--- config.mk ---
export PLATFORM = sky130hd
export DESIGN_NAME = fifo_access_ctrl
export DESIGN_NICKNAME = d
export VERILOG_FILES = /design/src/rtl/fifo_ctrl_pkg.sv /design/src/rtl/fifo_access_ctrl_rr_arb2.sv /design/src/rtl/fifo_access_ctrl.sv
export SDC_FILE = /design/constraint.sdc
export NUM_CORES = 1
export LEC_CHECK = 0
export ABC_AREA = 1
export CORE_MARGIN = 5
export CORE_UTILIZATION = 41
export DETAILED_ROUTE_END_ITERATION = 6
export PLACE_DENSITY = 0.83
export SLEW_MARGIN = 20
export SYNTH_ARGS = -nofsm -noshare
export SYNTH_HDL_FRONTEND = slang
export SYNTH_SLANG_ARGS = --single-unit
--- constraint.sdc ---
create_clock -name clk -period 3.46 [get_ports clk]
set_input_delay 0.692 -clock clk [delete_from_list [all_inputs] [get_ports clk]]
set_output_delay 0.692 -clock clk [all_outputs]
set_load 0.005 [all_outputs]
--- src/rtl/fifo_ctrl_pkg.sv ---
// fifo_ctrl_pkg
//   Shared constants for the FIFO access controller: datapath widths, FIFO
//   depth, burst counter width and the read-FSM state encoding.
package fifo_ctrl_pkg;

  localparam int DATA_W     = 8;
  localparam int THR_W      = 4;
  localparam int FIFO_DEPTH = 16;
  // Burst counter must hold FIFO_DEPTH (16), hence 5 bits.
  localparam int CNT_W      = 5;

  localparam logic [1:0] ST_IDLE = 2'd0;
  localparam logic [1:0] ST_POP  = 2'd1;
  localparam logic [1:0] ST_CAPT = 2'd2;
  localparam logic [1:0] ST_HOLD = 2'd3;

endpackage

--- src/rtl/fifo_access_ctrl_rr_arb2.sv ---
// rr_arb2
//   Two-requester round-robin arbiter. The grant is combinational; the
//   "last winner" pointer is registered and only moves on a granted cycle.
// Ports:
//   clk, rst   clock, asynchronous active-low reset
//   req0/req1  request inputs
//   en         grant enable (a grant only happens when en = 1)
//   gnt0/gnt1  one-hot (or zero) grant outputs, already qualified by en
module rr_arb2 (
  input  logic clk,
  input  logic rst,
  input  logic req0,
  input  logic req1,
  input  logic en,
  output logic gnt0,
  output logic gnt1
);

  logic last_q;
  logic last_d;
  logic pick1;

  always_comb begin
    // With both requesting, requester 1 wins only if 0 won last time.
    pick1  = req1 & (~req0 | ~last_q);
    gnt1   = en & pick1;
    gnt0   = en & req0 & ~pick1;
    last_d = last_q;
    if (gnt0) begin
      last_d = 1'b0;
    end else if (gnt1) begin
      last_d = 1'b1;
    end
  end

  // Reset to 1 so requester 0 wins the first contested cycle.
  always_ff @(posedge clk or negedge rst) begin
    if (!rst) begin
      last_q <= 1'b1;
    end else begin
      last_q <= last_d;
    end
  end

endmodule

--- src/rtl/fifo_access_ctrl.sv ---
// fifo_access_ctrl
//   Shares one synchronous FIFO between two producers (round-robin onto the
//   push port) and drains it in bursts to a single valid/ready consumer.
//   A burst starts on the FIFO threshold trigger or a pending flush.
// Ports:
//   clk, rst                 clock, asynchronous active-low reset
//   cfg_threshold            threshold config, registered onto fifo_threshold
//   flush                    one-cycle pulse: drain the FIFO until empty
//   p0_*/p1_*                producer valid/data/ready
//   m_*                      consumer valid/data/ready
//   fifo_en/push/pop/din/threshold   FIFO control
//   fifo_empty/full/overrun/underrun/thre_trigger/dout   FIFO status/data
//   busy                     read FSM not idle
//   err                      sticky FIFO overrun/underrun flag
module fifo_access_ctrl
  import fifo_ctrl_pkg::*;
#(
  parameter int DATA_W    = fifo_ctrl_pkg::DATA_W,
  parameter int BURST_LEN = 8,
  parameter int THR_W     = fifo_ctrl_pkg::THR_W
) (
  input  logic              clk,
  input  logic              rst,
  input  logic [THR_W-1:0]  cfg_threshold,
  input  logic              flush,
  input  logic              p0_valid,
  input  logic [DATA_W-1:0] p0_data,
  output logic              p0_ready,
  input  logic              p1_valid,
  input  logic [DATA_W-1:0] p1_data,
  output logic              p1_ready,
  output logic              m_valid,
  output logic [DATA_W-1:0] m_data,
  input  logic              m_ready,
  output logic              fifo_en,
  output logic              fifo_push,
  output logic              fifo_pop,
  output logic [DATA_W-1:0] fifo_din,
  output logic [THR_W-1:0]  fifo_threshold,
  input  logic              fifo_empty,
  input  logic              fifo_full,
  input  logic              fifo_overrun,
  input  logic              fifo_underrun,
  input  logic              fifo_thre_trigger,
  input  logic [DATA_W-1:0] fifo_dout,
  output logic              busy,
  output logic              err
);

  logic              gnt0;
  logic              gnt1;
  logic              arb_en;

  logic [1:0]        state_q, state_d;
  logic [CNT_W-1:0]  burst_q, burst_d;
  logic              m_valid_q, m_valid_d;
  logic [DATA_W-1:0] m_data_q, m_data_d;
  logic              flush_pend_q, flush_pend_d;
  logic [THR_W-1:0]  thr_q, thr_d;
  logic              err_q, err_d;

  // ---------------- write side ----------------
  // Gating with rst keeps ready/push low while reset is held.
  assign arb_en = ~fifo_full & rst;

  rr_arb2 u_arb (
    .clk  (clk),
    .rst  (rst),
    .req0 (p0_valid),
    .req1 (p1_valid),
    .en   (arb_en),
    .gnt0 (gnt0),
    .gnt1 (gnt1)
  );

  assign p0_ready  = gnt0;
  assign p1_ready  = gnt1;
  assign fifo_push = gnt0 | gnt1;
  assign fifo_din  = gnt0 ? p0_data : (gnt1 ? p1_data : '0);

  // ---------------- read side ----------------
  always_comb begin
    state_d   = state_q;
    burst_d   = burst_q;
    m_valid_d = m_valid_q;
    m_data_d  = m_data_q;
    fifo_pop  = 1'b0;
    case (state_q)
      ST_IDLE: begin
        if ((fifo_thre_trigger | flush_pend_q) & ~fifo_empty) begin
          state_d = ST_POP;
          burst_d = flush_pend_q ? CNT_W'(FIFO_DEPTH) : CNT_W'(BURST_LEN);
        end
      end
      ST_POP: begin
        fifo_pop = 1'b1;
        state_d  = ST_CAPT;
      end
      ST_CAPT: begin
        // FIFO read data is valid the cycle after the pop.
        m_data_d  = fifo_dout;
        m_valid_d = 1'b1;
        state_d   = ST_HOLD;
      end
      default: begin // ST_HOLD
        if (m_ready) begin
          m_valid_d = 1'b0;
          burst_d   = burst_q - CNT_W'(1);
          // A pending flush keeps the burst going until the FIFO is empty.
          if (~fifo_empty & ((burst_d != '0) | flush_pend_q | flush)) begin
            state_d = ST_POP;
          end else begin
            state_d = ST_IDLE;
          end
        end
      end
    endcase

    flush_pend_d = flush_pend_q;
    if (flush) begin
      flush_pend_d = 1'b1;
    end else if ((state_q == ST_IDLE) & fifo_empty) begin
      flush_pend_d = 1'b0;
    end

    thr_d = cfg_threshold;
    err_d = err_q | fifo_overrun | fifo_underrun;
  end

  always_ff @(posedge clk or negedge rst) begin
    if (!rst) begin
      state_q      <= ST_IDLE;
      burst_q      <= '0;
      m_valid_q    <= 1'b0;
      m_data_q     <= '0;
      flush_pend_q <= 1'b0;
      thr_q        <= '0;
      err_q        <= 1'b0;
    end else begin
      state_q      <= state_d;
      burst_q      <= burst_d;
      m_valid_q    <= m_valid_d;
      m_data_q     <= m_data_d;
      flush_pend_q <= flush_pend_d;
      thr_q        <= thr_d;
      err_q        <= err_d;
    end
  end

  assign fifo_en        = 1'b1;
  assign m_valid        = m_valid_q;
  assign m_data         = m_data_q;
  assign fifo_threshold = thr_q;
  assign busy           = (state_q != ST_IDLE);
  assign err            = err_q;

endmodule

==> impl_metrics.py <==
metrics = {
    "pwr": {
        "switching_share_pct": 40.99,
        "vdd_drop_max_uv": 500.6,
        "leakage_nw": 0.9082,
        "total_power_mw": 1.292,
        "intPower_uw": 762.1,
        "p_comb_share_pct": 56.5,
        "switchingPower_uw": 529.4,
        "p_seq_share_pct": 33.8,
        "power_density_mw_per_mm2": 676.4,
        "pwr-share-clk_pct": 9.7,
    },
    "place": {
        "io_buffer_count": 65,
        "place_congestion": 0.9079,
        "hpwlAfterDp_um": 2904,
    },
    "logic_synthesis": {
        "synth_area_mm2": 0.001197,
        "synth_seq_cells": 23,
        "synthCells": 140,
        "yosys.area.top_type_share_pct": 45.98,
        "synth_edf_count": 0,
        "synth.distinct_cells": 25,
        "async_flop_share_pct": 100.0,
        "ys_top_cells_by_area": "dfrtp_1 46%, nand2_1 15%, ha_1 6.3%, a22o_1 5.9%, inv_1 3.8%",
        "synth.avg_cell_area_um2": 8.553,
        "synth_ff_type": "dfrtp_1",
        "synth.largest_area_cell": "dfrtp_1",
        "syn_nets": 185,
        "yosys_warnings": 0,
        "synth_seq_area_share_pct": 48.17,
    },
    "timing": {
        "drv_slew": 0,
        "fin_crit_ns": 3.044,
        "setup_viol": 0,
        "rsz0062_at_grt": "no",
        "finalHoldViolCount": 0,
        "fin_setup_tns_ns": 0,
        "fin_crit_sh_pct": 87.96,
        "max_freq_ghz": 0.3286,
        "fin_skew_ns": 0.002580,
    },
    "die": {
        "die_w_um": 64.04,
        "ios": 67,
        "rows": 19,
        "core_mm2": 0.002781,
        "die_area_mm2": 0.004101,
        "dieHeight_um": 64.04,
        "start_util_pct": 43.05,
    },
    "drt": {
        "drc_errors": 0,
        "wl_per_cell_um": 14.36,
        "drt_iter0_markers": 43,
        "via_per_inst": 4.916,
        "drt-pass1-iter-count": 4,
        "vias": 1175,
        "drt.antenna.violating_nets": 0,
        "drt_wl_total_um": 3432,
    },
    "job": {
        "cap_viol_max_count": 0,
    },
    "clock_tree": {
        "hold_buffers": 0,
        "clock_path_buffers": 2,
        "cts_setup_buffers": 0,
        "cts_tree": "built",
        "clk_pin_slew_worst_paths_ns": 0.12,
        "cts_htree_levels": 1,
        "post_cts_resized": 0,
        "clk_latency_ns": 0.32,
        "clockRootBuffer": "clkbuf_4",
        "numCtsBuffers": 3,
        "cts.sinks": 23,
    },
    "critical_path": {
        "required_ns": 2.77,
        "rr_startpoint": "state_q[0]",
        "r2r_end": "state_q[0]",
        "arrival_ns": 2.35,
        "path_class": "input pin to output pin",
        "reg2regPathDepth": 6,
        "cp-start-kind": "input pin",
        "endpoint_kind": "output pin",
        "rrSetupSlack_ns": 1.96,
        "crit_fanout": 9,
    },
    "final_layout": {
        "syn_to_final_growth_pct": 59.46,
        "layout-drive-gt1-share_pct": 10.10,
        "final_util_pct": 68.65,
        "layout_commonest_cell": "clkdlybuf4s50_1",
        "fin_nets": 254,
        "layout_common_cells": "65 x clkdlybuf4s50_1, 47 x nand2_1, 22 x dfrtp_1",
        "antenna_cells": 0,
    },
    "global_routing": {
        "grt_pass1_vias": 1265,
        "antenna_found_initial": 0,
        "grt_usage_pct": 17.07,
        "grt_max_degree": 24,
        "grt_first_pass_wirelength_um": 5492,
        "grt_overflow_total": 0,
    },
    "worst_hold_path": {
        "hold_end": "u_arb.last_q",
        "min_from": "u_arb.last_q",
        "min_delay_path_depth": 2,
        "hold_class": "flip-flop to flip-flop",
    },
    "run_status": {
        "status": "completed",
    },
}
## layout make-up
cell class / instances / area [um2]
Fill cell: 229 / 872.1
Clock inverter: 1 / 5.005
Tap cell: 31 / 38.79
Sequential cell: 23 / 576.8
Timing Repair Buffer: 66 / 658.1
Clock buffer: 3 / 22.52
Inverter: 18 / 72.57
Multi-Input combinational cell: 97 / 535.5
## state kept, by name (all words and copies together), names as in the netlist
register        count
burst_q             5
err                 1
fifo_threshold      4
flush_pend_q        1
u_arb.last_q        1
state_q             2
m_valid             1
m_data              8
## cell families after synthesis
family / Yosys count / synth area share, %
and+or+nand+nor: 70 / 25.39
buffers and inverters: 20 / 7.105
AOI/OAI and AO/OA: 20 / 12.75
other: 1 / 0.3132
DFF: 23 / 48.17
adders and majority gates: 6 / 6.269
## power by group through the flow
stage / registers, mW / logic (mW) / clock network (mW)
finish: 0.436 / 0.730 / 0.125
CTS: 0.437 / 0.742 / 0.132
global route: 0.450 / 0.821 / 0.144
floorplan: 0.436 / 0.452 / 0
global placement: 0.436 / 0.704 / 0
detailed placement: 0.441 / 0.740 / 0
## routing by layer
| layer | global-route usage [%] | routed length [um] | share of wire (%) | vias to the layer above |
|---|---|---|---|---|
| li1 | - | - | - | 585 |
| met1 | 17.92 | 1329 | 39 | 531 |
| met2 | 33.04 | 1794 | 52 | 55 |
| met3 | 3.678 | 277 | 8.1 | 4 |
| met4 | 5.455 | 31 | 0.90 | 0 |
| met5 | 0 | 0 | 0 | - |
## worst max path at each step
stage          start           to  slack [ns]  cells past startpoint
2_1_floorplan    rst  fifo_din[0]        1.54                      5
3_3_place_gp     rst  fifo_din[0]        0.49                      7
3_5_place_dp     rst  fifo_din[6]        0.43                      7
4_1_cts          rst  fifo_din[6]        0.42                      7
5_1_grt          rst  fifo_din[3]        0.26                      7
6_report         rst  fifo_din[6]        0.42                      7
## cell usage after synthesis (2+ instances only)
master,count
nand2_1,47
dfrtp_1,22
inv_1,12
nor2_1,9
a22o_1,8
nand3_1,7
ha_1,6
inv_2,5
o21ai_1,3
o21ai_2,3
a21oi_1,2
nand2_4,2
nor2_2,2
## stage by stage
stage | instances | hold slack [ns] | area [um2] | setup slack, ns
final | 239 | 0.4822 | 1909 | 0.4165
after global routing | 239 | 0.4989 | 1909 | 0.2639
after CTS | 239 | 0.4833 | 1909 | 0.4208
after detailed placement | 235 | 0.4619 | 1882 | 0.4267
after global placement | 235 | 0.4536 | 1882 | 0.4935
after floorplan | 140 | 0.3964 | 1197 | 1.539
## worst max-delay path: stages
cell	delay, ns
clkdlybuf4s50_1	0.50
inv_1	0.05
nor2_1	0.13
nand3_1	0.15
inv_2	0.17
a22o_1	0.17
clkdlybuf4s50_1	0.50
Power figures use the tool's default switching activity.
